## config.mk

```make
export PLATFORM = sky130hd
export DESIGN_NAME = ifetch_prefetch_queue
export DESIGN_NICKNAME = d
export VERILOG_FILES = /design/src/rtl/ifetch_prefetch_queue.sv
export SDC_FILE = /design/constraint.sdc
export NUM_CORES = 1
export LEC_CHECK = 0
export CELL_PAD_IN_SITES_DETAIL_PLACEMENT = 1
export CELL_PAD_IN_SITES_GLOBAL_PLACEMENT = 1
export CORE_MARGIN = 2
export CORE_UTILIZATION = 32
export DETAILED_ROUTE_END_ITERATION = 8
export PLACE_DENSITY_LB_ADDON = 0.15
export SLEW_MARGIN = 25
export SYNTH_ARGS = -nofsm -noshare
export SYNTH_HDL_FRONTEND = slang
export SYNTH_SLANG_ARGS = --single-unit
```

## constraint.sdc

```tcl
create_clock -name clk -period 7.32 [get_ports clk]
set_input_delay 1.464 -clock clk [delete_from_list [all_inputs] [get_ports clk]]
set_output_delay 1.464 -clock clk [all_outputs]
set_load 0.02 [all_outputs]
```

## src/rtl/ifetch_prefetch_queue.sv

```systemverilog
// Instruction prefetch queue: sequential word fetches, DEPTH-entry FIFO toward the core, redirect flush.
// Optional IFQ_BYPASS_EN forwards a response straight to the core when the queue is empty.
module ifetch_prefetch_queue #(
  parameter int unsigned DEPTH    = 4,
  parameter logic [31:0] RESET_PC = 32'h0000_0000
) (
  input  logic        clk,
  input  logic        reset,
  output logic        imem_req_valid,
  input  logic        imem_req_ready,
  output logic [31:0] imem_req_addr,
  input  logic        imem_rsp_valid,
  input  logic [31:0] imem_rsp_data,
  output logic        inst_valid,
  input  logic        inst_ready,
  output logic [31:0] inst_data,
  output logic [31:0] inst_pc,
  input  logic        redirect_valid,
  input  logic [31:0] redirect_pc
);

  localparam int unsigned PW = (DEPTH > 1) ? $clog2(DEPTH) : 1;
  localparam int unsigned CW = $clog2(DEPTH + 1);

  typedef enum logic [1:0] {
    IDLE  = 2'd0,
    FETCH = 2'd1,
    DRAIN = 2'd2
  } state_t;

  state_t        state, state_d;
  logic [31:0]   fetch_pc, fetch_pc_d;
  logic [CW-1:0] count, count_d;
  logic [CW-1:0] outstanding, outstanding_d;
  logic [CW-1:0] discard, discard_d;
  logic [PW-1:0] wr_ptr, wr_ptr_d;
  logic [PW-1:0] rd_ptr, rd_ptr_d;
  logic [31:0]   pc_mem   [DEPTH];
  logic [31:0]   data_mem [DEPTH];

  logic          fifo_nonempty;
  logic          bypass;
  logic          req_fire;
  logic          push;
  logic          pop;
  logic [CW:0]   credit_sum;
  logic [31:0]   rsp_pc;

  always_ff @(posedge clk or posedge reset) begin
    if (reset) state <= IDLE;
    else       state <= state_d;
  end

  always_comb begin
    state_d        = state;
    fetch_pc_d     = fetch_pc;
    count_d        = count;
    outstanding_d  = outstanding;
    discard_d      = discard;
    wr_ptr_d       = wr_ptr;
    rd_ptr_d       = rd_ptr;
    push           = 1'b0;

    fifo_nonempty  = (count != '0);
    credit_sum     = {1'b0, count} + {1'b0, outstanding};
    imem_req_valid = (state == FETCH) && (credit_sum < (CW+1)'(DEPTH)) && !redirect_valid;
    imem_req_addr  = fetch_pc;
    req_fire       = imem_req_valid && imem_req_ready;
    // Requests are sequential and only live in FETCH, so the oldest in-flight
    // request sits 'outstanding' words behind the next fetch address.
    rsp_pc         = fetch_pc - (32'(outstanding) << 2);

`ifdef IFQ_BYPASS_EN
    bypass = (state == FETCH) && !fifo_nonempty && imem_rsp_valid && !redirect_valid;
`else
    bypass = 1'b0;
`endif

    inst_valid = fifo_nonempty || bypass;
    if (fifo_nonempty) begin
      inst_data = data_mem[rd_ptr];
      inst_pc   = pc_mem[rd_ptr];
    end else if (bypass) begin
      inst_data = imem_rsp_data;
      inst_pc   = rsp_pc;
    end else begin
      inst_data = '0;
      inst_pc   = '0;
    end
    pop = fifo_nonempty && inst_ready;

    case (state)
      IDLE: state_d = FETCH;
      FETCH: begin
        push          = imem_rsp_valid && !(bypass && inst_ready);
        outstanding_d = outstanding + CW'(req_fire) - CW'(imem_rsp_valid);
        if (req_fire) fetch_pc_d = fetch_pc + 32'd4;
      end
      DRAIN: begin
        if (imem_rsp_valid) begin
          discard_d = discard - 1'b1;
          if (discard == CW'(1)) state_d = FETCH;
        end
      end
      default: state_d = IDLE;
    endcase

    count_d  = count + CW'(push) - CW'(pop);
    wr_ptr_d = wr_ptr + PW'(push);
    rd_ptr_d = rd_ptr + PW'(pop);

    if (redirect_valid) begin
      push          = 1'b0;
      fetch_pc_d    = redirect_pc & 32'hFFFF_FFFC;
      count_d       = '0;
      wr_ptr_d      = '0;
      rd_ptr_d      = '0;
      outstanding_d = '0;
      case (state)
        FETCH:   discard_d = outstanding - CW'(imem_rsp_valid);
        DRAIN:   discard_d = discard - CW'(imem_rsp_valid);
        default: discard_d = '0;
      endcase
      state_d = (discard_d != '0) ? DRAIN : FETCH;
    end
  end

  always_ff @(posedge clk or posedge reset) begin
    if (reset) begin
      fetch_pc    <= RESET_PC;
      count       <= '0;
      outstanding <= '0;
      discard     <= '0;
      wr_ptr      <= '0;
      rd_ptr      <= '0;
    end else begin
      fetch_pc    <= fetch_pc_d;
      count       <= count_d;
      outstanding <= outstanding_d;
      discard     <= discard_d;
      wr_ptr      <= wr_ptr_d;
      rd_ptr      <= rd_ptr_d;
    end
  end

  always_ff @(posedge clk) begin
    if (push) begin
      pc_mem[wr_ptr]   <= rsp_pc;
      data_mem[wr_ptr] <= imem_rsp_data;
    end
  end

endmodule

```

Word-level counts from Yosys, hierarchy flattened

Memories as Yosys holds them, arrays and structs flattened.
Index checks and enable logic that the tools add are counted.

Register bits: 47
RAM bits: 256
Input bits: 70
Output and inout bits: 98
Memories kept: 2

Add/sub/neg operators: 12
Order comparisons: 1
Equality and inequality tests: 6
Muxes and demuxes: 24
Reduce and logical (&&, ||, !) cells: 15

Memory list:

| name     | words | bits a word | read ports | clocked after memory_dff | wr ports | RTL line | text |
|---|---|---|---|---|---|---|---|
| data_mem | 4     | 32          | 1          | 0                        | 1        | 39       | `logic [31:0] data_mem [DEPTH];` |
| pc_mem   | 4     | 32          | 1          | 0                        | 1        | 38       | `logic [31:0] pc_mem [DEPTH];` |

Operators by type and width:

| kind                                                                          | count |
|---|---|
| 32-bit two-way mux                                                            | 5 |
| 32-bit by 3-bit adder with 32-bit output (second input constant)              | 1 |
| 32-bit by 5-bit subtractor with 32-bit output                                 | 1 |
| 3-bit two-way mux                                                             | 7 |
| 2-bit two-way mux                                                             | 6 |
| 3-bit by 1-bit subtractor with 3-bit output                                   | 4 |
| 2-bit nonzero test                                                            | 4 |
| 3-bit by 1-bit adder with 3-bit output                                        | 2 |
| 3-bit inequality test (second input constant)                                 | 2 |
| 2-bit one-hot mux with 3 select lines                                         | 1 |
| 3-bit one-hot mux with 2 select lines                                         | 1 |
| 3-bit nonzero test                                                            | 2 |
| 2-bit by 1-bit adder with 2-bit output                                        | 2 |
| 3-bit by 3-bit adder with 4-bit output                                        | 1 |
| 1-bit logical AND                                                             | 4 |
| 4-bit by 3-bit less-than comparator with 1-bit output (second input constant) | 1 |
| 1-bit two-way mux                                                             | 4 |
| 2-bit AND reduction                                                           | 2 |
| 3-bit by 1-bit == test with 1-bit output (second input constant)              | 1 |
| 3-bit AND reduction                                                           | 1 |
| 3-bit by 1-bit subtractor with 3-bit output (second input constant)           | 1 |
| 2-bit by 1-bit == test with 1-bit output (second input constant)              | 1 |
| 2-bit == test (second input constant)                                         | 1 |
| 2-bit zero test                                                               | 1 |
| 2 further kinds                                                               | 2 |

Depth between registers and ports, before layout

Gate-level depths: netlist of the first run.

Depth after elaboration: 9
Depth in mapped cells: 17
Gate-level depth less buffers: 14

Worst setup path before layout of the first run

Ideal clock, no wire load.

Kind: input port to flip-flop
Start: in redirect_valid
End: mem data_mem[1][0] (enable)
Library setup time: 0.657 ns
Data arrival time: 8.349 ns
Setup slack: -1.685 ns
Stages on the path: 3
Cell sequence: clkbuf_1 > buf_1 > nor4b_1

Word-level cells in the longest chain between the ends: 3

RTL lines:

| what                                    | RTL line | text |
|---|---|---|
| from (decl)                             | 18       | `input logic redirect_valid,` |
| 1-bit two-way mux                       | 112      | `if (redirect_valid) begin` |
| 1-bit two-way mux                       | 147      | `if (push) begin` |
| 1-bit two-way mux (implied by the code) | 149      | `data_mem[wr_ptr] <= imem_rsp_data;` |
| to (decl)                               | 39       |  |

No other way between the ends.

Worst setup path in the final report of the first run

Start: reg rd_ptr[0]
End: out inst_data[11]

Word-level cells in the longest chain between the ends: 2

RTL lines:

| what                   | RTL line | text |
|---|---|---|
| from (decl)            | 37       | `logic [PW-1:0] rd_ptr, rd_ptr_d;` |
| from (signal assigned) | 142      | `rd_ptr <= rd_ptr_d;` |
| memory read 4 x 32 bit | -        |  |
| 32-bit two-way mux     | 80       | `if (fifo_nonempty) begin` |
| to (decl)              | 16       | `output logic [31:0] inst_data,` |

No other way between the ends.

==> impl_summary.md, run 1 <==
Routing
The number of design rule violations left after detail routing is 0. The average via count per standard cell is 4.85. The detailed router placed 7269 vias in this run. The routed length per placed instance is 20.5 µm. The number of iterations in the first detailed-routing pass is 4. The total wire length is 30700 µm.

The first routing iteration left 257 violations. Once detail routing completed, the nets flagged for antenna violations numbered 0.

Yosys
The cell area after technology mapping is 12700 µm². The post-synthesis sequential area ratio is 0.674. The synthesized area per cell is 16.1 µm².

The number of enable-type register cells in the synthesized netlist is 248. After synthesis, the cell types taking the most area are sky130_fd_sc_hd__edfxtp_1 59%, sky130_fd_sc_hd__mux4_2 11%, sky130_fd_sc_hd__dfrtp_1 8.9%, sky130_fd_sc_hd__nor2b_1 3.4%, sky130_fd_sc_hd__ha_1 1.9%. The post-synthesis instance total is 788. Of the post-synthesis cell area, the dominant cell type holds 0.586.

In this run, synthesis produced a sequential element count of 293. Sorting the synthesized cells by how often they occur yields 248 x sky130_fd_sc_hd__edfxtp_1, 69 x sky130_fd_sc_hd__nor2b_1, 62 x sky130_fd_sc_hd__mux4_2, 45 x sky130_fd_sc_hd__dfrtp_1, 40 x sky130_fd_sc_hd__nand2_1. The number of different library cells used by synthesis comes to 52. Among all flip-flop cells after synthesis, the most frequent one is sky130_fd_sc_hd__edfxtp_1. The most area-hungry cell type in the Yosys netlist is sky130_fd_sc_hd__edfxtp_1. The share of flip-flops with an asynchronous set or reset after synthesis is 0.154. The most common cell in the netlist is sky130_fd_sc_hd__edfxtp_1. The number of warnings printed during yosys synthesis is 0.

Critical path
STA classifies the critical path endpoint as a primary output. The startpoint type of the worst setup path is a register. The largest fanout on the critical path is 22. The worst setup path is of the reg -> out kind. For the worst setup path, the data arrival time is 3.29 ns. At the worst endpoint, the required time is 5.86 ns.

Timing
Across all setup checks in the final design, the least slack found is 2.56 ns. At the pin with the least slew margin, the transition time is 1.01 ns. The final period demand of the worst path is 4.76 ns. Measured against its own limit, the worst slew margin works out to 0.330. The worst clock skew on the final layout is 0.0123 ns. The count of endpoints failing hold in the final timing report came to 0. The number of slew-limit violations in the final report came to 0. The upper clock frequency limit is 210 MHz. The tightest hold path in the finished design has a slack of 0.519 ns. Setup repair after global routing left no endpoint under its margin. The setup-violating endpoint count in the final report is 0. The sum of negative setup slack is 0 ns. Dividing the final minimum period by the clock period gives 0.650.

Floorplan
Measured along the y axis, the die boundary spans 203 µm. From left edge to right edge, the die measures 203 µm. The row count is 73. For this configuration, the core starts out at a cell density of 0.322.

The floorplan step defined a core boundary enclosing 39500 µm². The die covers 41400 µm². The I/O pin count is 168.

Final layout
Counting the fill cells in the layout gives 3987. The ratio of cells with drive above 1 in the final layout is 0.147. The area growth from synthesis to layout is 26.1%. The area of all sequential standard cells is 8580 µm². The final layout net count is 1043. The area occupied by multi-input gates is 3890 µm². The post-layout utilization of the core is 0.406. The number of antenna diodes in the final layout is 0.

Clock network
Hold repair after CTS inserted 0 buffers. The longest clock path from root to sink contains 3 buffers. The clock insertion delay at the later pin of the skew report is 0.51 ns. The CTS tree is done.

Once the clock tree was built, the setup fixing pass inserted 0 buffers. Clock tree synthesis found a total of 293 sinks. After clock tree synthesis, the clock-pin slew on the worst setup and hold paths is 0.06 ns. The root buffer cell is sky130_fd_sc_hd__clkbuf_16. The quantity of gates resized following cts is 0. The H-tree generated during clock tree synthesis spans 2 levels.

TritonCTS created 35 clock buffers.

Global routing
The first global-routing pass estimated 47600 µm of wire. Across every metal layer, demand over resource in global routing totals 0.151. The initial antenna violation count is 1. Entering global routing, the biggest net connects 65 pins. For this run the aggregate overflow at the end of global routing stands at 0. The number of global-route vias before repair is 7986.

Pwr
The analysis attributes to cell leakage a power of 0.00533 µW. VDD sags by at most 0.000144 V. Overall power consumption after layout is estimated at 5580 µW.

The cell area power density is 348 nW/µm².

Placement
At the end of routability-driven placement, the weighted congestion stood at 0.764. The worst-case setup slack after placement is 2.82 ns. Detailed placement ended at an HPWL of 18800 µm.

In this run the tool buffered the top-level ports with 161 buffer cells.

Job
The tool flagged a number of max-cap violations equal to 0.

Min path
In this run the worst hold path is classified as reg -> reg.

Outcome
The flow ran to the end, and the final reports show no timing, DRC or antenna violations.
-- per-layer routing --
metal	vias to the layer above	global-route usage	routed length (µm)
met2	158	0.248	14600
met4	2	0.0391	565
met5	-	0	13
met1	3712	0.203	14100
li1	3349	-	-
met3	48	0.0316	1380
-- stage by stage --
stage	std cells	cell area [µm²]
final	1500	16000
after global routing	1500	16000
after CTS	1499	16000
after detailed placement	1438	14900
after global placement	1438	14900
after floorplan	791	12700
-- final cells by class --
class / count / area share
clock buffer: 43 / 0.0592
clock inverter: 18 / 0.0102
inverter: 22 / 0.00515
multi-input combinational: 425 / 0.242
sequential: 293 / 0.535
tap: 525 / 0.0410
timing repair buffer: 174 / 0.107
-- final timing paths --
check / startpoint / endpoint / slack, ns / cells past startpoint
worst max-delay path: rd_ptr[0] / inst_data[11] / 2.56 / 5
worst min-delay path: state[1] / state[1] / 0.52 / 2
worst max register to register: state[1] / outstanding[2] / 3.98 / 15
worst min register to register: state[1] / state[1] / 0.52 / 2
max in group asynchronous: reset / rd_ptr[0] / 5.43 / 3
min in group asynchronous: reset / imem_req_addr[14] / 1.43 / 3
-- worst max-delay path, cell delays in order (launching register included) --
cell and delay, ns:
sky130_fd_sc_hd__dfrtp_4 0.74, sky130_fd_sc_hd__buf_12 0.28, sky130_fd_sc_hd__buf_4 0.43, sky130_fd_sc_hd__mux4_2 0.57, sky130_fd_sc_hd__nor2b_1 0.16, sky130_fd_sc_hd__clkdlybuf4s50_1 0.58
-- flip-flops by register name, indices dropped and copies added (netlist names) --
register and flops:
count 3, data_mem 128, discard 3, imem_req_addr 30, outstanding 3, pc_mem 120, rd_ptr 2, state 2
wr_ptr 2
-- cells in the final DEF, fill, tap and decap left out, types with 19 or more instances in the layout --
cell type and instances:
sky130_fd_sc_hd__nand3_1 22, sky130_fd_sc_hd__mux4_2 62, sky130_fd_sc_hd__inv_1 20, sky130_fd_sc_hd__edfxtp_1 248, sky130_fd_sc_hd__xnor2_1 21, sky130_fd_sc_hd__clkdlybuf4s50_1 160
sky130_fd_sc_hd__dfrtp_1 43, sky130_fd_sc_hd__clkbuf_16 37, sky130_fd_sc_hd__ha_1 19, sky130_fd_sc_hd__nor2_1 25, sky130_fd_sc_hd__nor2b_1 69, sky130_fd_sc_hd__xor2_1 25
sky130_fd_sc_hd__nand2_1 40
-- report_power, final --
part           total [µW]  switching (µW)  internal [µW]
Clock                1690             663           1020
Combinational        1750             904            843
Sequential           2140             159           1990
-- cells by family (layout without fill, tap and decap cells) --
kind of cell,Yosys count,in the layout,share of synthesized area
flops,293,293,0.674
simple gates,225,225,0.0999
buf+inv,73,257,0.0233
mux,71,71,0.117
compound gates,57,57,0.0302
xor+xnor,46,46,0.0317
fa+ha+maj,22,22,0.0234
other cells,1,4,0.000295
(Power assumes the default switching activity.)
==> run 2, diff against run 1 <==
==> constraint.sdc (replaced) <==
create_clock -name clk -period 4.8 [get_ports clk]
set_input_delay 0.96 -clock clk [delete_from_list [all_inputs] [get_ports clk]]
set_output_delay 0.96 -clock clk [all_outputs]
set_load 0.02 [all_outputs]
==> run 2 against run 1 <==
Via count is 0.43% lower. Cell count is 0.40% higher. Clock skew is 0.011 ns higher. Sequential cell count stayed put. Sequential power is 52% higher. Utilization is 0.33 points higher. Worst hold slack better by 0.0033 ns. Combinational power is 55% higher. Critical path depth is 1 lower. Setup slack worse by 1.5 ns. Die area stayed put. Register-to-register slack worse by 2.2 ns. Critical path type unchanged. Largest power group unchanged.
==> impl_summary.md, run 2 (synthesized netlist as in run 1, its figures left out) <==
Final layout
The top cell types in the final layout, fill and taps aside, are 248 x sky130_fd_sc_hd__edfxtp_1, 160 x sky130_fd_sc_hd__clkdlybuf4s50_1, 69 x sky130_fd_sc_hd__nor2b_1. The most frequent standard cell in the layout excluding fill and tap cells is sky130_fd_sc_hd__edfxtp_1. The number of flip-flops under the largest register name is 128 (unchanged). The post-layout utilization of the core is 0.410 (+0.00327). The final layout net count is 1045 (+0.19%). The ratio of cells with drive above 1 in the final layout is 0.153 (+0.00639). data_mem holds more flip-flops than any other register. The layout overhead on the synthesized area is 27.1%.

Floorplan
The vertical die dimension is 203 µm (unchanged). The width of the die is 203 µm (unchanged). The core outline area came to 39500 µm² (unchanged).

The area of the die is 41400 µm² (unchanged). The initial cell density of the core came to 0.322 (unchanged). The I/O pin count is 168 (unchanged). The row count is 73 (unchanged).

Timing
The transition at the pin with the smallest max-transition slack is 0.844 ns (-0.161 ns). The count of endpoints failing hold in the final timing report is 0 (unchanged). The worst hold slack came to 0.522 ns (+0.00335 ns). Dividing the final minimum period by the clock period gives 0.782. The setup-violating endpoint count in the final report was 0 (unchanged). The sum of negative setup slack is 0 ns (unchanged). The worst clock skew on the final layout was 0.0234 ns (+0.0112 ns). The upper clock frequency limit is 266 MHz. The relative slew slack is 0.433 (+0.103). Setup repair after global routing left no endpoint under its margin. The number of slew-limit violations in the final report is 0 (unchanged). The final period demand of the worst path is 3.75 ns.

Pwr
The cell area power density is 529 nW/µm² (+52%). The highest ir drop seen on vdd is 0.000264 V (+84%). The leakage power of the design is 0.00538 µW (+0.86%).

Placement
The weighted congestion at the end of routability-driven global placement is 0.758 (-0.77%). The detailed placement HPWL is 19000 µm (+1.1%). The count of input and output buffers was 161 (unchanged).

Global routing
The overall routing resource usage is 0.150 (-0.000613). The initial antenna violation count is 0 (-1). The maximum number of pins on one net before global-route repair came to 65 (unchanged). The wire length of the first global-routing pass was 47200 µm (-0.75%). The leftover overflow at the end of global routing came to 0 (unchanged). The number of global-route vias before repair came to 7946 (-0.50%).

Routing
The wire length on met1 is 14400 µm (+1.5%). The routed wire length on met3 is 1280 µm (-7.3%). The number of design rule violations left after detail routing is 0 (unchanged).

The total wire length was 30400 µm (-0.85%). The number of iterations in the first detailed-routing pass is 4 (unchanged). The length of routed met2 wiring came to 14300 µm (-2.0%). The highest metal layer with signal wires is met4.

The routed length per placed instance is 20.2 µm (-1.2%). The count of vias placed by the detailed router was 7238 (-0.43%). The DRC marker count from the first detailed-route iteration is 334 (+30%). The remaining number of nets flagged by the antenna check after routing is 0 (unchanged). The average via count per standard cell is 4.81 (-0.82%).

Critical path
The largest fanout on the critical path came to 15 (-32%). The slowest stage of the critical path belongs to the cell sky130_fd_sc_hd__dfrtp_4. The critical path goes through buf_4 > mux4_2 > nor2b_1 > clkdlybuf4s50_1. The endpoint type of the worst setup path is a primary output. The longest individual stage delay on the worst path came to 0.60 ns (-0.14 ns). The required time of the critical path is 3.84 ns (-2.02 ns).

The worst setup path is launched from a register. The endpoint arrival time on the critical path is 2.79 ns (-0.50 ns). The type of the worst setup path is reg -> out.

Clock network
The number of CTS-inserted buffers is 36 (+2.9%). The TritonCTS sink count is 293 (unchanged). The count of buffers added by post-CTS timing repair for setup is 0 (unchanged). The tree is rooted in a sky130_fd_sc_hd__clkbuf_16. The CTS tree is done.

The quantity of gates resized following cts is 0 (unchanged). The total number of H-tree levels came to 2 (unchanged). The clock insertion delay at the later pin of the skew report is 0.52 ns (about the same). The quantity of hold-fixing buffers added after cts is 0 (unchanged). The clock-pin slew of the registers on the worst-case setup and hold paths is 0.06 ns (about the same).

The buffer depth of the longest clock path came to 3 (unchanged).

Min path
The worst min-delay path category is reg -> reg.

Outcome
The run finished with clean final reports.

Job
The max-cap check violation count is 0 (unchanged).
[run 2: cell type report]
type	count	area [µm²]
fillers	3966	23300
flip-flops and latches	293	8580
multi-input cells	425	3910
repair buffers	175	1800
clock buffers	43	958
well taps	525	657
clock inverters	22	173
inverters	22	82.6
diodes	1	2.50
[run 2: final timing paths]
path	from	endpoint	slack (ns)	depth (start not counted)
worst max-delay path	rd_ptr[0]	inst_pc[9]	1.05	4
worst min-delay path	state[1]	state[1]	0.52	2
worst max register to register	state[1]	outstanding[2]	1.74	14
worst min register to register	state[1]	state[1]	0.52	2
max in group asynchronous	reset	rd_ptr[0]	3.39	3
min in group asynchronous	reset	imem_req_addr[13]	0.91	3
[run 2: critical path: cells and delay by family (launching register included)]
family	cells	cell delay, ns
buffers and inverters	2	0.94
flip-flops	1	0.60
AND/OR/NAND/NOR	1	0.15
multiplexers	1	0.59
[run 2: layer usage]
metal	vias up	track usage
met5	-	0
met4	0	0.0383
met3	36	0.0275
met2	152	0.245
met1	3674	0.208
li1	3376	-
[run 2: metrics by stage]
stage | setup WS (ns) | power [µW] | cells | instance area, µm²
final | 1.05 | 8550 | 1506 | 16200
after detailed placement | 1.25 | 6100 | 1440 | 15000
after global routing | 0.881 | 9030 | 1505 | 16200
after CTS | 0.943 | 8730 | 1505 | 16200
after floorplan | -0.588 | 4900 | 791 | 12700
after global placement | 1.23 | 6080 | 1440 | 15000
[run 2: power breakdown]
group	total (µW)	leakage, µW	switching [µW]	internal (µW)
clock network	2580	0.000566	1050	1540
registers	3250	0.00280	222	3030
logic	2720	0.00201	1410	1310
==> run 3, diff against run 2 <==
==> constraint.sdc (replaced) <==
create_clock -name clk -period 3.59 [get_ports clk]
set_input_delay 0.718 -clock clk [delete_from_list [all_inputs] [get_ports clk]]
set_output_delay 0.718 -clock clk [all_outputs]
set_load 0.02 [all_outputs]
==> run 3 against run 2 <==
Cell count grew 0.73%. First-iteration DRC count shrank 27%. Critical path depth is the same. Final area grew 1.1%. Sequential cell count is the same. Clock power grew 37%. Highest routed layer unchanged. Clock-buffer cell count is the same.
==> impl_summary.md, run 3 (synthesized netlist as in run 1, its figures left out) <==
Routing
The average via count per standard cell came to 4.88 (+1.5%). The number of iterations in the first detailed-routing pass was 4 (unchanged). The DRC marker count from the first detailed-route iteration was 244 (-27%). The count of vias placed by the detailed router is 7399 (+2.2%).

The total wire length is 31500 µm (+3.6%). The number of design rule violations left after detail routing is 0 (unchanged). The remaining number of nets flagged by the antenna check after routing is 0 (unchanged). The routed length per placed instance came to 20.8 µm (+2.8%).

Timing
The sum of negative setup slack is 0 ns (unchanged). The routed design could run at a clock period as short as 3.36 ns. The relative slew slack was 0.450 (+0.0173). The transition at the pin with the smallest max-transition slack is 0.817 ns (-0.0270 ns).

The number of slew-limit violations in the final report is 0 (unchanged). For this run, the top clock speed supported by timing is 297 MHz. The count of endpoints failing hold in the final timing report is 0 (unchanged). In the finished design, the share of the clock period the worst path needs comes to 0.937.

The setup-violating endpoint count in the final report came to 0 (unchanged). Setup repair after global routing left no endpoint under its margin. The worst clock skew on the final layout is 0.0173 ns (-0.00614 ns).

Clock network
The quantity of hold-fixing buffers added after cts is 0 (unchanged). The quantity of gates resized following cts is 0 (unchanged). The clock insertion delay at the later pin of the skew report was 0.51 ns (about the same).

The clock-pin slew of the registers on the worst-case setup and hold paths is 0.06 ns (about the same). The buffer depth of the longest clock path was 3 (unchanged). TritonCTS built the clock tree. The cell sitting at the root of the clock tree is a sky130_fd_sc_hd__clkbuf_16.

The number of CTS-inserted buffers is 36 (unchanged). The count of buffers added by post-CTS timing repair for setup is 0 (unchanged). The TritonCTS sink count is 293 (unchanged). The total number of H-tree levels is 2 (unchanged).

Floorplan
The area of the die was 41400 µm² (unchanged). The vertical die dimension is 203 µm (unchanged). The core outline area is 39500 µm² (unchanged). The width of the die is 203 µm (unchanged). The initial cell density of the core came to 0.322 (unchanged). The row count was 73 (unchanged).

The I/O pin count is 168 (unchanged).

Global routing
The overall routing resource usage is 0.155 (+0.00524). The wire length of the first global-routing pass is 48800 µm (+3.2%). The maximum number of pins on one net before global-route repair is 65 (unchanged). The initial antenna violation count was 0 (unchanged). The number of global-route vias before repair is 8139 (+2.4%). The leftover overflow at the end of global routing is 0 (unchanged).

Pwr
The fraction of power consumed by sequential logic is 0.371 (-0.009). The switching power of the nets was 3590 µW (+34%). The internal portion of total power is 8020 µW (+37%). The cell area power density is 711 nW/µm² (+34%). The clock network power share is 0.305 (+0.003). The leakage power of the design is 0.00546 µW (+1.5%).

The highest ir drop seen on vdd is 0.000354 V (+34%). The proportion of power drawn by combinational gates is 0.324 (+0.006). The switching portion of total power came to 0.309 (-0.00399).

Critical path
The critical path is of the reg -> out type. STA classifies the critical path endpoint as a primary output. The worst setup slack for register-to-register paths is 0.64 ns (-1.10 ns). The required time of the critical path was 2.87 ns (-0.97 ns).

The largest fanout on the critical path was 19 (+4). The endpoint arrival time on the critical path came to 2.65 ns (-0.14 ns). The startpoint type of the worst setup path is a register.

Final layout
The most frequent standard cell in the layout excluding fill and tap cells is sky130_fd_sc_hd__edfxtp_1. The ratio of cells with drive above 1 in the final layout was 0.160 (+0.00722). The number of flip-flops under the largest register name is 128 (unchanged). The final layout net count is 1058 (+1.2%). The number of antenna cells inserted is 0 (-1). The area of all sequential standard cells is 8580 µm² (unchanged).

The final design instance area without fill is 16300 µm² (+1.1%). The register with the most flip-flops is data_mem. The area occupied by multi-input gates is 3910 µm² (about the same). In the layout the commonest cells are 248 x sky130_fd_sc_hd__edfxtp_1, 160 x sky130_fd_sc_hd__clkdlybuf4s50_1, 69 x sky130_fd_sc_hd__nor2b_1.

The layout overhead on the synthesized area is 28.5%. The count of filler cells inserted in the layout came to 3978 (+0.30%).

Placement
The cell area reported after detailed placement is 15200 µm² (+1.1%). The detailed placement HPWL came to 20000 µm (+5.8%). The weighted congestion at the end of routability-driven global placement is 0.744 (-1.9%).

The count of input and output buffers is 161 (unchanged).

Min path
The worst min-delay path category is reg -> reg.

Job
The max-cap check violation count was 0 (unchanged).

Outcome
The run finished with clean final reports.
==> run 3: cell types whose count changed in the layout (fill, tap and decap cells not counted), sizes merged <==
cell      change
clkinvlp      +1
clkinv        -2
bufinv        +2
buf          +13
inv           -2
diode         -1
==> run 3: power groups by stage <==
stage | Sequential (µW) | Combinational [µW] | Clock [µW]
6_report | 4310 | 3760 | 3540
5_1_grt | 4350 | 4090 | 3770
4_1_cts | 4320 | 3870 | 3650
3_5_place_dp | 4390 | 3860 | 0
3_3_place_gp | 4380 | 3840 | 0
2_1_floorplan | 4300 | 2260 | 0
==> run 3: area by class of cell <==
type | count | area share
sequential | 293 | 0.525
multi-input combinational | 425 | 0.239
timing repair buffer | 188 | 0.120
clock buffer | 43 | 0.0580
tap | 525 | 0.0402
clock inverter | 21 | 0.0124
inverter | 22 | 0.00505
==> run 3: worst max-delay path, cell delays in order (launching register included) <==
cell and delay, ns:
sky130_fd_sc_hd__dfrtp_4 0.62, sky130_fd_sc_hd__buf_12 0.25, sky130_fd_sc_hd__mux4_2 0.53, sky130_fd_sc_hd__nor2b_1 0.17, sky130_fd_sc_hd__clkdlybuf4s50_1 0.56
==> run 3: worst paths after layout <==
path,start,endpoint,depth (start not counted)
worst max-delay path,rd_ptr[0],inst_pc[23],4
worst min-delay path,state[1],state[1],2
min in group asynchronous,reset,imem_req_addr[8],3
max in group asynchronous,reset,rd_ptr[0],3
worst max register to register,state[1],outstanding[2],14
worst min register to register,state[1],state[1],2
==> run 3: metal layers <==
| layer | vias to the layer above | global-route usage | wire length, µm |
|---|---|---|---|
| met5 | - | 0 | 0 |
| met4 | 0 | 0.0375 | 522 |
| met3 | 38 | 0.0352 | 1630 |
| met2 | 178 | 0.260 | 15100 |
| met1 | 3806 | 0.205 | 14300 |
| li1 | 3377 | - | - |
==> run 3: per-stage QoR <==
step	hold WS, ns	setup WS [ns]	instances	utilization	total power (µW)
floorplan	0.475	0.0116	791	-	6560
global placement	0.510	0.616	1453	0.385	8220
detailed placement	0.508	0.624	1453	0.385	8250
CTS	0.522	0.126	1517	0.414	11800
global route	0.580	0.0688	1517	0.414	12200
finish	0.517	0.225	1517	0.414	11600
